--- src/rtl/cache_axi_bridge.sv ---
// rtl/cache_axi_bridge.sv - single-outstanding cache-to-AXI bridge; optional error latch via BRIDGE_ERR_LATCH_EN
// Access-type codes are shared with the cache; the guards let the cache's own definitions win.

`ifndef CACHE_TYPE_BITS
`define CACHE_TYPE_BITS 3
`endif
`ifndef CACHE_BYTE
`define CACHE_BYTE    3'd0
`endif
`ifndef CACHE_HWORD
`define CACHE_HWORD   3'd1
`endif
`ifndef CACHE_WORD
`define CACHE_WORD    3'd2
`endif
`ifndef CACHE_BYTE_U
`define CACHE_BYTE_U  3'd3
`endif
`ifndef CACHE_HWORD_U
`define CACHE_HWORD_U 3'd4
`endif

module cache_axi_bridge (
    input  logic                        clk,
    input  logic                        rst,
    input  logic                        req,
    input  logic [31:0]                 addr,
    input  logic                        write,
    input  logic [31:0]                 wdata_in,
    input  logic [`CACHE_TYPE_BITS-1:0] cache_type,
    output logic [31:0]                 rdata_out,
    output logic                        wait_o,
    output logic [31:0]                 araddr,
    output logic [2:0]                  arsize,
    output logic                        arvalid,
    input  logic                        arready,
    input  logic [31:0]                 rdata,
    input  logic [1:0]                  rresp,
    input  logic                        rvalid,
    output logic                        rready,
    output logic [31:0]                 awaddr,
    output logic [2:0]                  awsize,
    output logic                        awvalid,
    input  logic                        awready,
    output logic [31:0]                 wdata,
    output logic [3:0]                  wstrb,
    output logic                        wlast,
    output logic                        wvalid,
    input  logic                        wready,
    input  logic [1:0]                  bresp,
    input  logic                        bvalid,
    output logic                        bready
`ifdef BRIDGE_ERR_LATCH_EN
    ,
    output logic                        bus_err,
    output logic [31:0]                 err_addr
`endif
);

    typedef enum logic [2:0] {IDLE, RADDR, RDATA, WREQ, WRESP, DONE} state_t;

    state_t                        state;
    logic [31:0]                   addr_q;
    logic                          write_q;
    logic [31:0]                   wdata_q;
    logic [`CACHE_TYPE_BITS-1:0]   type_q;

    function automatic logic [3:0] strb_of(input logic [`CACHE_TYPE_BITS-1:0] t,
                                           input logic [1:0] a);
        case (t)
            `CACHE_BYTE:  strb_of = 4'b0001 << a;
            `CACHE_HWORD: strb_of = 4'b0011 << {a[1], 1'b0};
            `CACHE_WORD:  strb_of = 4'hF;
            default:      strb_of = 4'h0;
        endcase
    endfunction

    function automatic logic [2:0] size_of(input logic [`CACHE_TYPE_BITS-1:0] t);
        case (t)
            `CACHE_BYTE:  size_of = 3'd0;
            `CACHE_HWORD: size_of = 3'd1;
            default:      size_of = 3'd2;
        endcase
    endfunction

    // Bus address/data fields come straight from the latched request, so they are stable until handshake.
    assign araddr = {addr_q[31:2], 2'b00};
    assign arsize = 3'd2;
    assign awaddr = addr_q;
    assign awsize = size_of(type_q);
    assign wdata  = wdata_q;
    assign wstrb  = write_q ? strb_of(type_q, addr_q[1:0]) : 4'h0;
    assign wlast  = 1'b1;

    assign wait_o = !rst && ((state == IDLE && req) ||
                             (state != IDLE && state != DONE));

    always_ff @(posedge clk or posedge rst) begin
        if (rst) begin
            state     <= IDLE;
            arvalid   <= 1'b0;
            rready    <= 1'b0;
            awvalid   <= 1'b0;
            wvalid    <= 1'b0;
            bready    <= 1'b0;
            rdata_out <= 32'h0;
            addr_q    <= 32'h0;
            write_q   <= 1'b0;
            wdata_q   <= 32'h0;
            type_q    <= '0;
        end else begin
            case (state)
                IDLE: begin
                    if (req) begin
                        addr_q  <= addr;
                        write_q <= write;
                        wdata_q <= wdata_in;
                        type_q  <= cache_type;
                        if (write) begin
                            awvalid <= 1'b1;
                            wvalid  <= 1'b1;
                            state   <= WREQ;
                        end else begin
                            arvalid <= 1'b1;
                            state   <= RADDR;
                        end
                    end
                end
                RADDR: begin
                    if (arready) begin
                        arvalid <= 1'b0;
                        rready  <= 1'b1;
                        state   <= RDATA;
                    end
                end
                RDATA: begin
                    if (rvalid) begin
                        rready    <= 1'b0;
                        rdata_out <= rdata;
                        state     <= DONE;
                    end
                end
                WREQ: begin
                    // A deasserted valid means that channel already handshook.
                    if (awready) awvalid <= 1'b0;
                    if (wready)  wvalid  <= 1'b0;
                    if ((!awvalid || awready) && (!wvalid || wready)) begin
                        bready <= 1'b1;
                        state  <= WRESP;
                    end
                end
                WRESP: begin
                    if (bvalid) begin
                        bready <= 1'b0;
                        state  <= DONE;
                    end
                end
                default: state <= IDLE;
            endcase
        end
    end

`ifdef BRIDGE_ERR_LATCH_EN
    always_ff @(posedge clk or posedge rst) begin
        if (rst) begin
            bus_err  <= 1'b0;
            err_addr <= 32'h0;
        end else if (!bus_err && ((rready && rvalid && rresp != 2'b00) ||
                                  (bready && bvalid && bresp != 2'b00))) begin
            bus_err  <= 1'b1;
            err_addr <= addr_q;
        end
    end
`else
    logic unused_resp;
    assign unused_resp = &{1'b0, rresp, bresp};
`endif

endmodule

--- config.mk ---
export PLATFORM = sky130hd
export DESIGN_NAME = cache_axi_bridge
export DESIGN_NICKNAME = d
export VERILOG_FILES = /design/src/rtl/cache_axi_bridge.sv
export SDC_FILE = /design/constraint.sdc
export NUM_CORES = 1
export LEC_CHECK = 0
export CAP_MARGIN = 20
export CELL_PAD_IN_SITES_DETAIL_PLACEMENT = 0
export CELL_PAD_IN_SITES_GLOBAL_PLACEMENT = 2
export CORE_MARGIN = 2
export CORE_UTILIZATION = 23
export DETAILED_ROUTE_END_ITERATION = 6
export GPL_ROUTABILITY_DRIVEN = 0
export GPL_TIMING_DRIVEN = 0
export HOLD_SLACK_MARGIN = 0.15
export PLACE_DENSITY = 0.85
export SYNTH_ARGS = -nofsm -noshare
export SYNTH_HDL_FRONTEND = slang
export SYNTH_SLANG_ARGS = --single-unit
--- constraint.sdc ---
create_clock -name clk -period 5.3 [get_ports clk]
set_clock_uncertainty 0.15 [all_clocks]
set_input_delay 1.06 -clock clk [delete_from_list [all_inputs] [get_ports clk]]
set_output_delay 1.06 -clock clk [all_outputs]
set_load 0.01 [all_outputs]
==> summary.txt <==
Global route
  – Global-route wire length before repair: 18.9 mm
  – Largest net degree at the start of global routing: 61
  – Number of global-route vias before repair: 3,680
  – Tot GR Track Use: 11.8%
  – Grt ovf: 0
  – Initial antenna violation count: 0

Clock network
  – Worst-Skew Late Latency: 0.34 ns
  – Clock Sinks: 108
  – CTS Buf Count: 9
  – Resized cells post-CTS: 0
  – Hold-fix buffers at CTS: 0
  – Clock buffer depth: 2
  – Clock Pin Slew Worst Setup and Hold Paths: 0.08 ns
  – TritonCTS clock tree: done
  – Setup Fix Bufs, Post-CTS: 0
  – H-tree depth: 3
  – Clock root buffer: clkbuf_16

Critical path
  – Worst-path maximum fanout: 4
  – CP Class: in -> out
  – CP Capture Type: output port
  – Crit start category: input port
  – Start of the worst register-to-register path: state[2]
  – Worst Setup SP: req
  – Largest stage delay on the critical path: 0.58 ns
  – Worst path required time: 4.09 ns
  – CP Data Arrival Time: 2.56 ns
  – Worst-path cell chain: clkdlybuf4s50_1 > nor3_1 > a21o_1 > a21oi_1 > clkdlybuf4s50_1
  – Critical Path Most Common Cell: clkdlybuf4s50_1
  – Critical path's slowest cell: clkdlybuf4s50_1

Power
  – Psw: 1.45 mW
  – Pleak: 3.19 nW
  – Comb pwr share: 53.1%
  – Sw frac: 31.5%
  – PD cells: 599 nW/um2
  – Int Pwr: 3.14 mW
  – Maximum vdd drop: 0.220 mV
  – Share of power burned in registers: 32.9%
  – Clock share of power: 14.0%

Floorplanning
  – Io pins: 257
  – Core Region: 19,400 um2
  – Number of core rows: 51
  – Initial core utilization: 23.4%
  – Die Wd: 145 um
  – Area of the die: 20,900 um2
  – Die height: 145 um

Logic synthesis
  – Count of different cell masters after synthesis: 32
  – Yosys reg bits: 108
  – EDFF count, synth: 0
  – Gate Count Post-Synth: 320
  – Leading register cell type out of synthesis: dfrtp_1
  – Syn Area/Cell: 14.2 um2
  – FFs w/ async S/R, synth: 100%
  – Synth area leader: dfrtp_1
  – Post-synth top area share: 59.5%
  – Ranking of synthesized cells by area: dfrtp_1 (59%), mux2_2 (23%), buf_4 (7.1%)
  – Synthesis Warnings: 0
  – Sequential fraction of the synthesis area: 59.5%
  – Synth Cell Area: 4540 um2

Place
  – Dpl ws: 1.54 ns
  – Port bufs: 245
  – Dpl hpwl: 9.49 mm
  – Post-DP Area: 7380 um2

Layout
  – Commonest non-fill, non-tap cell in the layout: clkdlybuf4s50_1
  – Layout cells sized above 1: 27.8%
  – Diode count: 0
  – Final Cell Area: 7650 um2
  – Area delta synth->final: 68.5%
  – Most frequent cells in the layout: clkdlybuf4s50_1 (245), dfrtp_1 (108), mux2_2 (93)
  – Final Net Count: 694

Timing
  – Final min period: 3.77 ns
  – Slew HR: 56.8%
  – Max Slew Vio Count: 0
  – RSZ-0062 raised after global routing: no
  – Worst-Margin Slew: 0.648 ns
  – Peak Freq: 0.265 GHz
  – Slack of the critical path: 1.53 ns
  – Hold Vio Cnt, Final: 0
  – Period utilisation layout: 71.2%
  – Fin Setup TNS: 0 ns
  – Hold Slack: 0.338 ns
  – Final setup vio count: 0

Run
  – Max-cap violations: 0

Worst hold path
  – Class of the worst hold path: reg -> reg
  – Min-delay src: rdata_out[1]

Drt
  – DR WL/cell: 14.5 um
  – Routed WL: 12.4 mm
  – Routed Antenna Nets: 0
  – Remaining DRCs: 0
  – Vias/cell: 4.02
  – DRT Pass-1 Iters: 4
  – DR vias: 3,421
  – Iteration-0 DRC Markers: 89

Status
  – Status: finished, final reports clean
-- power groups by stage --
| stage | registers [mW] | logic, mW | clock network (mW) |
|---|---|---|---|
| after floorplan | 1.67 | 0.942 | 0 |
| after global placement | 1.50 | 2.44 | 0 |
| after detailed placement | 1.52 | 2.47 | 0 |
| after CTS | 1.52 | 2.48 | 0.675 |
| after global routing | 1.57 | 2.61 | 0.710 |
| final | 1.51 | 2.44 | 0.642 |
-- through the flow --
step	util, %	total power [mW]	std cells
after CTS	39.5	4.67	852
after floorplan	-	2.62	325
after detailed placement	38.0	4.00	836
after global placement	37.9	3.94	835
final	39.5	4.58	852
after global routing	39.5	4.90	852
-- registers in the layout, indices dropped and copies added (netlist names) --
register	cells
wvalid	1
state	3
awvalid	1
rdata_out	32
bready	1
write_q	1
type_q	3
rready	1
wdata	32
arvalid	1
awaddr	32
-- final timing paths --
path                           endpoint  slack [ns]  cells past startpoint
min                        rdata_out[1]        0.34                      1
min in group asynchronous    awaddr[17]        1.05                      2
max in group asynchronous      wdata[5]        3.23                      3
max reg2reg                  awaddr[31]        3.21                      4
min reg2reg                rdata_out[1]        0.34                      1
max                              wait_o        1.53                      5
-- cell usage after synthesis (all sizes together), types with 2 or more instances --
cell and count:
a21oi 8, nor2b 4, conb 2, nor4b 2
o21ai 8, a31oi 3, nor2 5, nor3 3
inv 10, a21o 2, dfrtp 108, o211ai 2
buf 50, mux2 96, nand2 5
-- layout make-up --
type	count	area [um2]
Fill cell	1868	11700
Inverter	10	40.0
Clock inverter	5	36.3
Buffer	51	380
Multi-Input combinational cell	156	1440
Clock buffer	11	243
Sequential cell	108	2700
Tap cell	265	332
Timing Repair Buffer	246	2480
-- critical path: cells and delay by family --
kind,cells,cell delay [ns]
simple gates,1,0.07
compound gates,2,0.33
buf+inv,2,1.11
-- metal layers --
metal  GRT usage, %  share of wire (%)  up-vias
li1               -                  -     1584
met1           13.3                 39     1683
met2           20.3                 51      139
met3           3.51                7.7       15
met4           5.57                2.3        0
met5              0                  0        -
-- cells by family (layout without fill, tap and decap cells) --
| kind of cell | Yosys count | count (layout) | share of synthesized area [%] |
|---|---|---|---|
| other | 2 | 7 | 0.165 |
| and+or+nand+nor | 22 | 22 | 2.95 |
| buffers and inverters | 61 | 323 | 9.20 |
| AOI/OAI and AO/OA | 30 | 30 | 4.19 |
| DFF | 108 | 108 | 59.5 |
| muxes | 97 | 97 | 24.0 |
No activity file was read; power rests on OpenSTA's default activity.
